### config.mk
export PLATFORM = sky130hd
export DESIGN_NAME = ahb_slave_mem_flat
export DESIGN_NICKNAME = d
export VERILOG_FILES = /design/src/rtl/ahb_slave_mem_if.sv /design/src/rtl/ahb_slave_mem.sv /design/src/flat_wrapper.sv
export SDC_FILE = /design/constraint.sdc
export NUM_CORES = 1
export LEC_CHECK = 0
export BUFFER_PORTS_ARGS = -buffer_cell sky130_fd_sc_hd__buf_4
export CAP_MARGIN = 40
export CORE_ASPECT_RATIO = 1.2
export CORE_MARGIN = 10
export CORE_UTILIZATION = 50
export CTS_CLUSTER_SIZE = 30
export DETAILED_ROUTE_END_ITERATION = 16
export GPL_TIMING_DRIVEN = 0
export PLACE_DENSITY = 0.66
export SLEW_MARGIN = 20
export SYNTH_ARGS = -nofsm -noshare
export SYNTH_HDL_FRONTEND = slang
export SYNTH_SLANG_ARGS = --single-unit
### constraint.sdc
create_clock -name hclk -period 18.15 [get_ports hclk]
set_input_delay 1.815 -clock hclk [delete_from_list [all_inputs] [get_ports hclk]]
set_output_delay 1.815 -clock hclk [all_outputs]
set_load 0.01 [all_outputs]
### src/rtl/ahb_slave_mem_if.sv
// AHB-Lite bus bundle between a master/interconnect and ahb_slave_mem.
interface ahb_slave_mem_if #(
  parameter int ADDR_W = 8
);
  logic              hsel;
  logic [ADDR_W-1:0] haddr;
  logic [1:0]        htrans;
  logic              hwrite;
  logic [2:0]        hsize;
  logic [31:0]       hwdata;
  logic              hready;
  logic              hreadyout;
  logic [31:0]       hrdata;
  logic              hresp;

  modport master (
    output hsel, haddr, htrans, hwrite, hsize, hwdata, hready,
    input  hreadyout, hrdata, hresp
  );

  modport slave (
    input  hsel, haddr, htrans, hwrite, hsize, hwdata, hready,
    output hreadyout, hrdata, hresp
  );
endinterface

### src/rtl/ahb_slave_mem.sv
// AHB-Lite slave backed by a DEPTH x 32-bit register memory with byte-lane writes.
// Define AHB_SLAVE_WAIT_EN to insert WAIT_CYCLES wait states into every legal transfer.
module ahb_slave_mem #(
  parameter int ADDR_W      = 8,
  parameter int DEPTH       = 16,
  parameter int WAIT_CYCLES = 2
) (
  input  logic           hclk,
  input  logic           hreset,
  ahb_slave_mem_if.slave bus
);
  localparam int IDX_W = (DEPTH > 1) ? $clog2(DEPTH) : 1;

  localparam logic [1:0] IDLE = 2'd0;
  localparam logic [1:0] ERR1 = 2'd2;
  localparam logic [1:0] ERR2 = 2'd3;
`ifdef AHB_SLAVE_WAIT_EN
  localparam logic [1:0] WAIT = 2'd1;
  localparam logic [1:0] ACCEPT_NEXT = (WAIT_CYCLES == 0) ? IDLE : WAIT;
  localparam logic [2:0] WAIT_INIT = 3'(WAIT_CYCLES - 1);
  logic [2:0] wait_cnt;
`endif

  logic [1:0]       state;
  logic             dp_valid;
  logic             dp_write;
  logic [IDX_W-1:0] dp_idx;
  logic [1:0]       dp_size;
  logic [1:0]       dp_lane;
  logic [31:0]      mem [DEPTH];

  logic       accept;
  logic       legal;
  logic       complete;
  logic [3:0] byte_en;

  assign bus.hreadyout = (state == IDLE) || (state == ERR2);
  assign bus.hresp     = (state == ERR1) || (state == ERR2);
  assign accept        = bus.hsel && bus.htrans[1] && bus.hready && bus.hreadyout;
  assign complete      = dp_valid && (state == IDLE);
  assign bus.hrdata    = (complete && !dp_write) ? mem[dp_idx] : 32'd0;

  always_comb begin
    legal = 1'b1;
    if (int'(bus.haddr[ADDR_W-1:2]) >= DEPTH)
      legal = 1'b0;
    if (bus.hsize > 3'd2)
      legal = 1'b0;
    if ((bus.hsize == 3'd1) && bus.haddr[0])
      legal = 1'b0;
    if ((bus.hsize == 3'd2) && (bus.haddr[1:0] != 2'b00))
      legal = 1'b0;
  end

  always_comb begin
    byte_en = 4'b0000;
    case (dp_size)
      2'd0:    byte_en[dp_lane] = 1'b1;
      2'd1:    byte_en = dp_lane[1] ? 4'b1100 : 4'b0011;
      default: byte_en = 4'b1111;
    endcase
  end

  // Illegal transfers never set dp_valid, so they can never reach the memory write port.
  always_ff @(posedge hclk or posedge hreset) begin
    if (hreset) begin
      state    <= IDLE;
      dp_valid <= 1'b0;
      dp_write <= 1'b0;
      dp_idx   <= '0;
      dp_size  <= 2'd0;
      dp_lane  <= 2'd0;
`ifdef AHB_SLAVE_WAIT_EN
      wait_cnt <= 3'd0;
`endif
    end else if (accept) begin
      dp_write <= bus.hwrite;
      dp_idx   <= bus.haddr[IDX_W+1:2];
      dp_size  <= bus.hsize[1:0];
      dp_lane  <= bus.haddr[1:0];
      if (legal) begin
        dp_valid <= 1'b1;
`ifdef AHB_SLAVE_WAIT_EN
        state    <= ACCEPT_NEXT;
        wait_cnt <= WAIT_INIT;
`else
        state    <= IDLE;
`endif
      end else begin
        dp_valid <= 1'b0;
        state    <= ERR1;
      end
    end else begin
      case (state)
        ERR1: state <= ERR2;
        ERR2: state <= IDLE;
`ifdef AHB_SLAVE_WAIT_EN
        WAIT: begin
          if (wait_cnt == 3'd0)
            state <= IDLE;
          else
            wait_cnt <= wait_cnt - 3'd1;
        end
`endif
        default: dp_valid <= 1'b0;
      endcase
    end
  end

  // Written data is visible to a read whose data phase starts on the following cycle.
  always_ff @(posedge hclk or posedge hreset) begin
    if (hreset) begin
      for (int i = 0; i < DEPTH; i++)
        mem[i] <= 32'd0;
    end else if (complete && dp_write) begin
      for (int b = 0; b < 4; b++)
        if (byte_en[b])
          mem[dp_idx][8*b +: 8] <= bus.hwdata[8*b +: 8];
    end
  end
endmodule

### src/flat_wrapper.sv
// flat-port wrapper written by rule: the top's interface ports become plain ports
module ahb_slave_mem_flat 
#(
  parameter int ADDR_W      = 8,
  parameter int DEPTH       = 16,
  parameter int WAIT_CYCLES = 2
)
  (hclk, hreset, bus_hsel, bus_haddr, bus_htrans, bus_hwrite, bus_hsize, bus_hwdata, bus_hready, bus_hreadyout, bus_hrdata, bus_hresp);
  ahb_slave_mem_if #(.ADDR_W(ADDR_W)) bus_i ();
  input  logic hclk;
  input  logic hreset;
  input wire logic [$bits(bus_i.hsel)-1:0] bus_hsel;
  input wire logic [$bits(bus_i.haddr)-1:0] bus_haddr;
  input wire logic [$bits(bus_i.htrans)-1:0] bus_htrans;
  input wire logic [$bits(bus_i.hwrite)-1:0] bus_hwrite;
  input wire logic [$bits(bus_i.hsize)-1:0] bus_hsize;
  input wire logic [$bits(bus_i.hwdata)-1:0] bus_hwdata;
  input wire logic [$bits(bus_i.hready)-1:0] bus_hready;
  output wire logic [$bits(bus_i.hreadyout)-1:0] bus_hreadyout;
  output wire logic [$bits(bus_i.hrdata)-1:0] bus_hrdata;
  output wire logic [$bits(bus_i.hresp)-1:0] bus_hresp;
  assign bus_i.hsel = bus_hsel;
  assign bus_i.haddr = bus_haddr;
  assign bus_i.htrans = bus_htrans;
  assign bus_i.hwrite = bus_hwrite;
  assign bus_i.hsize = bus_hsize;
  assign bus_i.hwdata = bus_hwdata;
  assign bus_i.hready = bus_hready;
  assign bus_hreadyout = bus_i.hreadyout;
  assign bus_hrdata = bus_i.hrdata;
  assign bus_hresp = bus_i.hresp;
  ahb_slave_mem #(.ADDR_W(ADDR_W), .DEPTH(DEPTH), .WAIT_CYCLES(WAIT_CYCLES)) u_core (.hclk(hclk), .hreset(hreset), .bus(bus_i));
endmodule
After elaboration in Yosys (flattened, before gate mapping)
Index checks and enable logic that the tools add are counted.
{"block": "word_totals", "reg_bits": 524, "out_inout_bits": 34, "input_bits": 50}
{"block": "classes", "reduce_logical": 18, "eq_ne": 6, "n_mux": 37, "bitwise": 1, "order_cmp": 6}
{"cell": "$mux W512", "count": 7}
{"cell": "$bwmux W512", "count": 4}
{"cell": "$demux W32 S4", "count": 4}
{"cell": "$bmux W32 S4", "count": 1}
{"cell": "$mux W32", "count": 4}
{"cell": "$mux W24", "count": 1}
{"cell": "$mux W16", "count": 1}
{"cell": "$logic_and A1 B1 Y1", "count": 10}
{"cell": "$mux W1", "count": 8}
{"cell": "$mux W8", "count": 1}
{"cell": "$pmux W4 S2", "count": 1}
{"cell": "$ge A6 B5 Y1 const B", "count": 1}
{"cell": "$ge A5 B5 Y1 const B", "count": 1}
{"cell": "$lt A5 B1 Y1 const B", "count": 1}
{"cell": "$not A4 Y5", "count": 1}
{"cell": "$eq A2 B2 Y1 const B", "count": 2}
{"cell": "$logic_not A2 Y1", "count": 2}
{"cell": "$mux W2", "count": 2}
{"cell": "$mux W4", "count": 1}
{"cell": "$pmux W2 S2", "count": 1}
{"cell": "$eq A3 B1 Y1 const B", "count": 1}
{"cell": "$eq A3 B2 Y1 const B", "count": 1}
{"cell": "$gt A3 B2 Y1 const B", "count": 1}
{"cell": "$lt A2 B3 Y1 const B", "count": 1}
{"cell": "9 further kinds", "count": 10}

Longest topological paths before layout
{"block": "logic_depth", "word_depth": 16, "depth_mapped": 9, "depth_no_buf": 6}

Worst setup path after synthesis
No wires, ideal clock.
{"block": "synth_timing", "path_type": "flip-flop to output port", "start": "register u_core.dp_idx[1]", "end": "output port bus_hrdata[0]", "arrival_ns": 1.749, "path_stages_with_launch": 7, "t_required_ns": 16.335, "path_buffers": 3, "path_slack_ns": 14.586, "cell_sequence": "dfrtp_1 buf_4 buf_2 clkbuf_1 mux4_2 a22oi_1 nand2_1"}
{"block": "synth_via", "elab_chain_len": 5}
{"element": "from (decl)", "line": "ahb_slave_mem.sv:27", "rtl": "logic [IDX_W-1:0] dp_idx;"}
{"element": "from (signal assigned)", "line": "ahb_slave_mem.sv:78", "rtl": "dp_idx <= bus.haddr[IDX_W+1:2];"}
{"element": "$not A4 Y5 (implied by the code)", "line": "ahb_slave_mem.sv:41", "rtl": "assign bus.hrdata = (complete && !dp_write) ? mem[dp_idx] : 32'd0;"}
{"element": "$bmux W32 S4", "line": "ahb_slave_mem.sv:41"}
{"element": "$mux W32 (implied by the code) (2 in a row)", "line": "ahb_slave_mem.sv:41"}
{"element": "$mux W32", "line": "ahb_slave_mem.sv:41"}
{"element": "to (decl)", "line": "flat_wrapper.sv:20", "rtl": "output wire logic [$bits(bus_i.hrdata)-1:0] bus_hrdata;"}
No other way between the ends. The select of a mux whose other input is x is not followed.

Worst setup path after layout
{"block": "layout_timing", "start": "register u_core.dp_idx[2]", "end": "output port bus_hrdata[27]"}
Same word-level chain as after synthesis.

==> results.json <==
{
  "overflow": 0,
  "syn_area_per_cell_um2": 16.0,
  "cp.arrival_ns": 3.37,
  "rsz0062_at_grt": "no",
  "syn_inst": 1509,
  "synth_seq_cells": 524,
  "clk-insertion-delay-late_ns": 0.61,
  "drt-initial-drc-count": 1113,
  "wl_per_cell_um": 27.3,
  "async_reset_ff_share_pct": 100,
  "grt_max_degree": 109,
  "htree_levels": 2,
  "vias": 14100,
  "route.met2.wl_um": 30800,
  "antenna_left": 0,
  "maxSlewViolCount": 0,
  "status": "finished, final reports clean",
  "clock_path_buffers": 3,
  "area_delta_synth_final_pct": 15.3,
  "max_slew_margin_pct": 40.2,
  "port_buffers": 82,
  "post_synth_num_cell_types": 42,
  "die_h_um": 261,
  "top_layer": "met5",
  "crit_type": "reg -> out",
  "setup_viol": 0,
  "p_per_area_nw_per_um2": 114,
  "vdd_drop_max_uv": 99.5,
  "maxCapViolCount": 0,
  "ys_seq_area_share_pct": 54.3,
  "hpwl_um": 42300,
  "rows": 88,
  "multi_input_area_um2": 10500,
  "worst-path-max-fanout": 10,
  "worstRegToRegCells": 6,
  "cts_buffers": 52,
  "met1_length_um": 27400,
  "drt-pass1-iter-count": 5,
  "antenna_found_initial": 2,
  "routabilityCongestion": 0.805,
  "yosys_warnings": 0,
  "start_util_pct": 50.4,
  "clk_pin_slew_worst_paths_ns": 0.06,
  "worstMarginPinSlew_ns": 0.896,
  "endpoint_kind": "output port",
  "final_nets": 1724,
  "die-area_um2": 57500,
  "clock_sinks": 524,
  "p_leak_nw": 12.7,
  "holdBufCountCts": 0,
  "grtUsageTotal_pct": 22.6,
  "utilization_pct": 58.1,
  "final_area_um2": 27800,
  "worstPathCellList": "buf_2 > or2_2 > clkbuf_2 > nor2_1 > clkbuf_1 > a22oi_1 > nand2_1 > buf_4",
  "cts_root_buffer": "clkbuf_16",
  "place_area_um2": 25900,
  "post_cts_buffers": 0,
  "dr_wl_met3_um": 3510,
  "synth-main-ff-cell": "dfrtp_1",
  "crit_required_ns": 16.33,
  "seq_area_um2": 13100,
  "drive_above_1_share_pct": 54.8,
  "grt_pass1_vias": 15100,
  "drc": 0,
  "fin_worst_skew_ns": 0.0182,
  "synth.cell_area_um2": 24100,
  "post-route-min-period_ns": 5.19,
  "max_stage_delay_ns": 0.72,
  "post_cts_resized": 0,
  "routed_via_density": 6.01,
  "max_freq_mhz": 193,
  "cts_tree": "built",
  "whs_path_depth": 1,
  "die_x_um": 221,
  "hp-class": "reg -> reg",
  "critPathLaunchType": "register",
  "wirelength_um": 64100,
  "core-area_um2": 47900,
  "syn_nets": 1562,
  "hold_viol_final": 0,
  "synth_edf_count": 0,
  "fillers": 3794,
  "grt_pass1_wl_um": 96200,
  "ios": 84,
  "crit_slowest_cell": "clkbuf_1",
  "post-route-period-util_pct": 28.6
}
cells in the mapped netlist, types with 7 or more instances:
master | number | share of area, %
dfrtp_1 | 524 | 54
mux2_2 | 479 | 22
mux4_2 | 128 | 12
a22oi_1 | 64 | 2.0
nand2_1 | 57 | 0.89
clkbuf_1 | 49 | 0.76
mux2_4 | 32 | 2.0
buf_2 | 29 | 0.60
nor3_4 | 26 | 1.8
nand3_2 | 13 | 0.54
buf_1 | 12 | 0.19
nand3_1 | 10 | 0.21
nor2_1 | 8 | 0.12
buf_4 | 7 | 0.22
through the flow:
| stage | std cells | power [mW] | setup WS, ns | hold WS, ns | setup TNS, ns |
|---|---|---|---|---|---|
| finish | 2346 | 3.18 | 12.96 | 0.497 | 0 |
| global route | 2346 | 3.29 | 12.85 | 0.508 | 0 |
| CTS | 2343 | 3.19 | 12.99 | 0.501 | 0 |
| detailed placement | 2245 | 2.03 | 13.64 | 0.487 | 0 |
| global placement | 2221 | 1.99 | -3.29 | 0.481 | -1673.38 |
| floorplan | 1509 | 1.78 | 1.69 | 0.453 | 0 |
state kept, by name (all words and copies together), names as in the netlist:
name	cells
u_core.dp_idx	4
u_core.dp_lane	2
u_core.dp_size	2
u_core.dp_valid	1
u_core.dp_write	1
u_core.mem	512
u_core.state	2
final cells by class:
class,instances,share of cell area [%]
diodes,1,0.00899
flip-flops and latches,524,47.1
clock buffers,74,5.59
inverters,7,0.121
well taps,630,2.83
plain buffers,104,1.81
repair buffers,108,3.65
clock inverters,24,1.15
multi-input cells,874,37.7
placed cells by master, fill, tap and decap left out, types with 4 or more instances in the layout:
cell | netlist | routed
nor3_4 | 26 | 26
nand2_1 | 57 | 57
mux2_4 | 32 | 32
and3_1 | 5 | 5
clkbuf_1 | 49 | 55
or3_1 | 6 | 6
buf_2 | 29 | 29
mux2_2 | 479 | 479
clkinv_2 | 0 | 11
inv_1 | 6 | 5
mux4_2 | 128 | 128
a22oi_1 | 64 | 64
buf_1 | 12 | 12
o21ai_0 | 4 | 4
nor2_1 | 8 | 8
buf_6 | 5 | 19
buf_16 | 0 | 5
nor2_2 | 5 | 5
or2_2 | 4 | 4
buf_4 | 7 | 89
nand3_1 | 10 | 10
clkinvlp_4 | 0 | 4
bufinv_16 | 0 | 7
clkbuf_16 | 0 | 54
buf_8 | 1 | 8
clkbuf_8 | 0 | 13
dfrtp_1 | 524 | 524
nand3_2 | 13 | 13
worst max-delay path, delay by kind of cell (launching register included):
family | cells | cell delay (ns)
AO/OA/AOI/OAI | 1 | 0.17
buffers and inverters | 4 | 1.25
flip-flops | 1 | 0.35
AND/OR/NAND/NOR | 3 | 0.99
per-layer routing:
layer | GRT usage [%] | vias up
met3 | 4.63 | 117
met1 | 30.0 | 7609
li1 | - | 6013
met4 | 9.34 | 2
met2 | 35.8 | 370
met5 | 0 | -
power breakdown:
group	leakage, nW	internal [mW]	switching, mW
combinational	5.03	0.317	0.455
sequential	6.73	1.21	0.0243
clock	0.921	0.698	0.469
kinds of logic after synthesis:
| logic type | synth area share, % |
|---|---|
| AOI/OAI and AO/OA | 2.28 |
| adders and majority gates | 0.155 |
| buffers and inverters | 2.19 |
| DFF | 54.3 |
| muxes | 36.3 |
| and+or+nand+nor | 4.75 |
final timing paths:
path / start / end / slack (ns)
worst max-delay path: u_core.dp_idx[2]$_DFFE_PP0P_ / bus_hrdata[27] / 12.96
worst min-delay path: u_core.mem[69]$_DFFE_PP0P_ / u_core.mem[69]$_DFFE_PP0P_ / 0.50
worst max register to register: u_core.state[0]$_DFFE_PP0P_ / u_core.mem[78]$_DFFE_PP0P_ / 15.35
worst min register to register: u_core.mem[69]$_DFFE_PP0P_ / u_core.mem[69]$_DFFE_PP0P_ / 0.50
max in group asynchronous: hreset / u_core.mem[62]$_DFFE_PP0P_ / 15.60
min in group asynchronous: hreset / u_core.mem[98]$_DFFE_PP0P_ / 1.21
No activity file was read; power rests on OpenSTA's default activity.
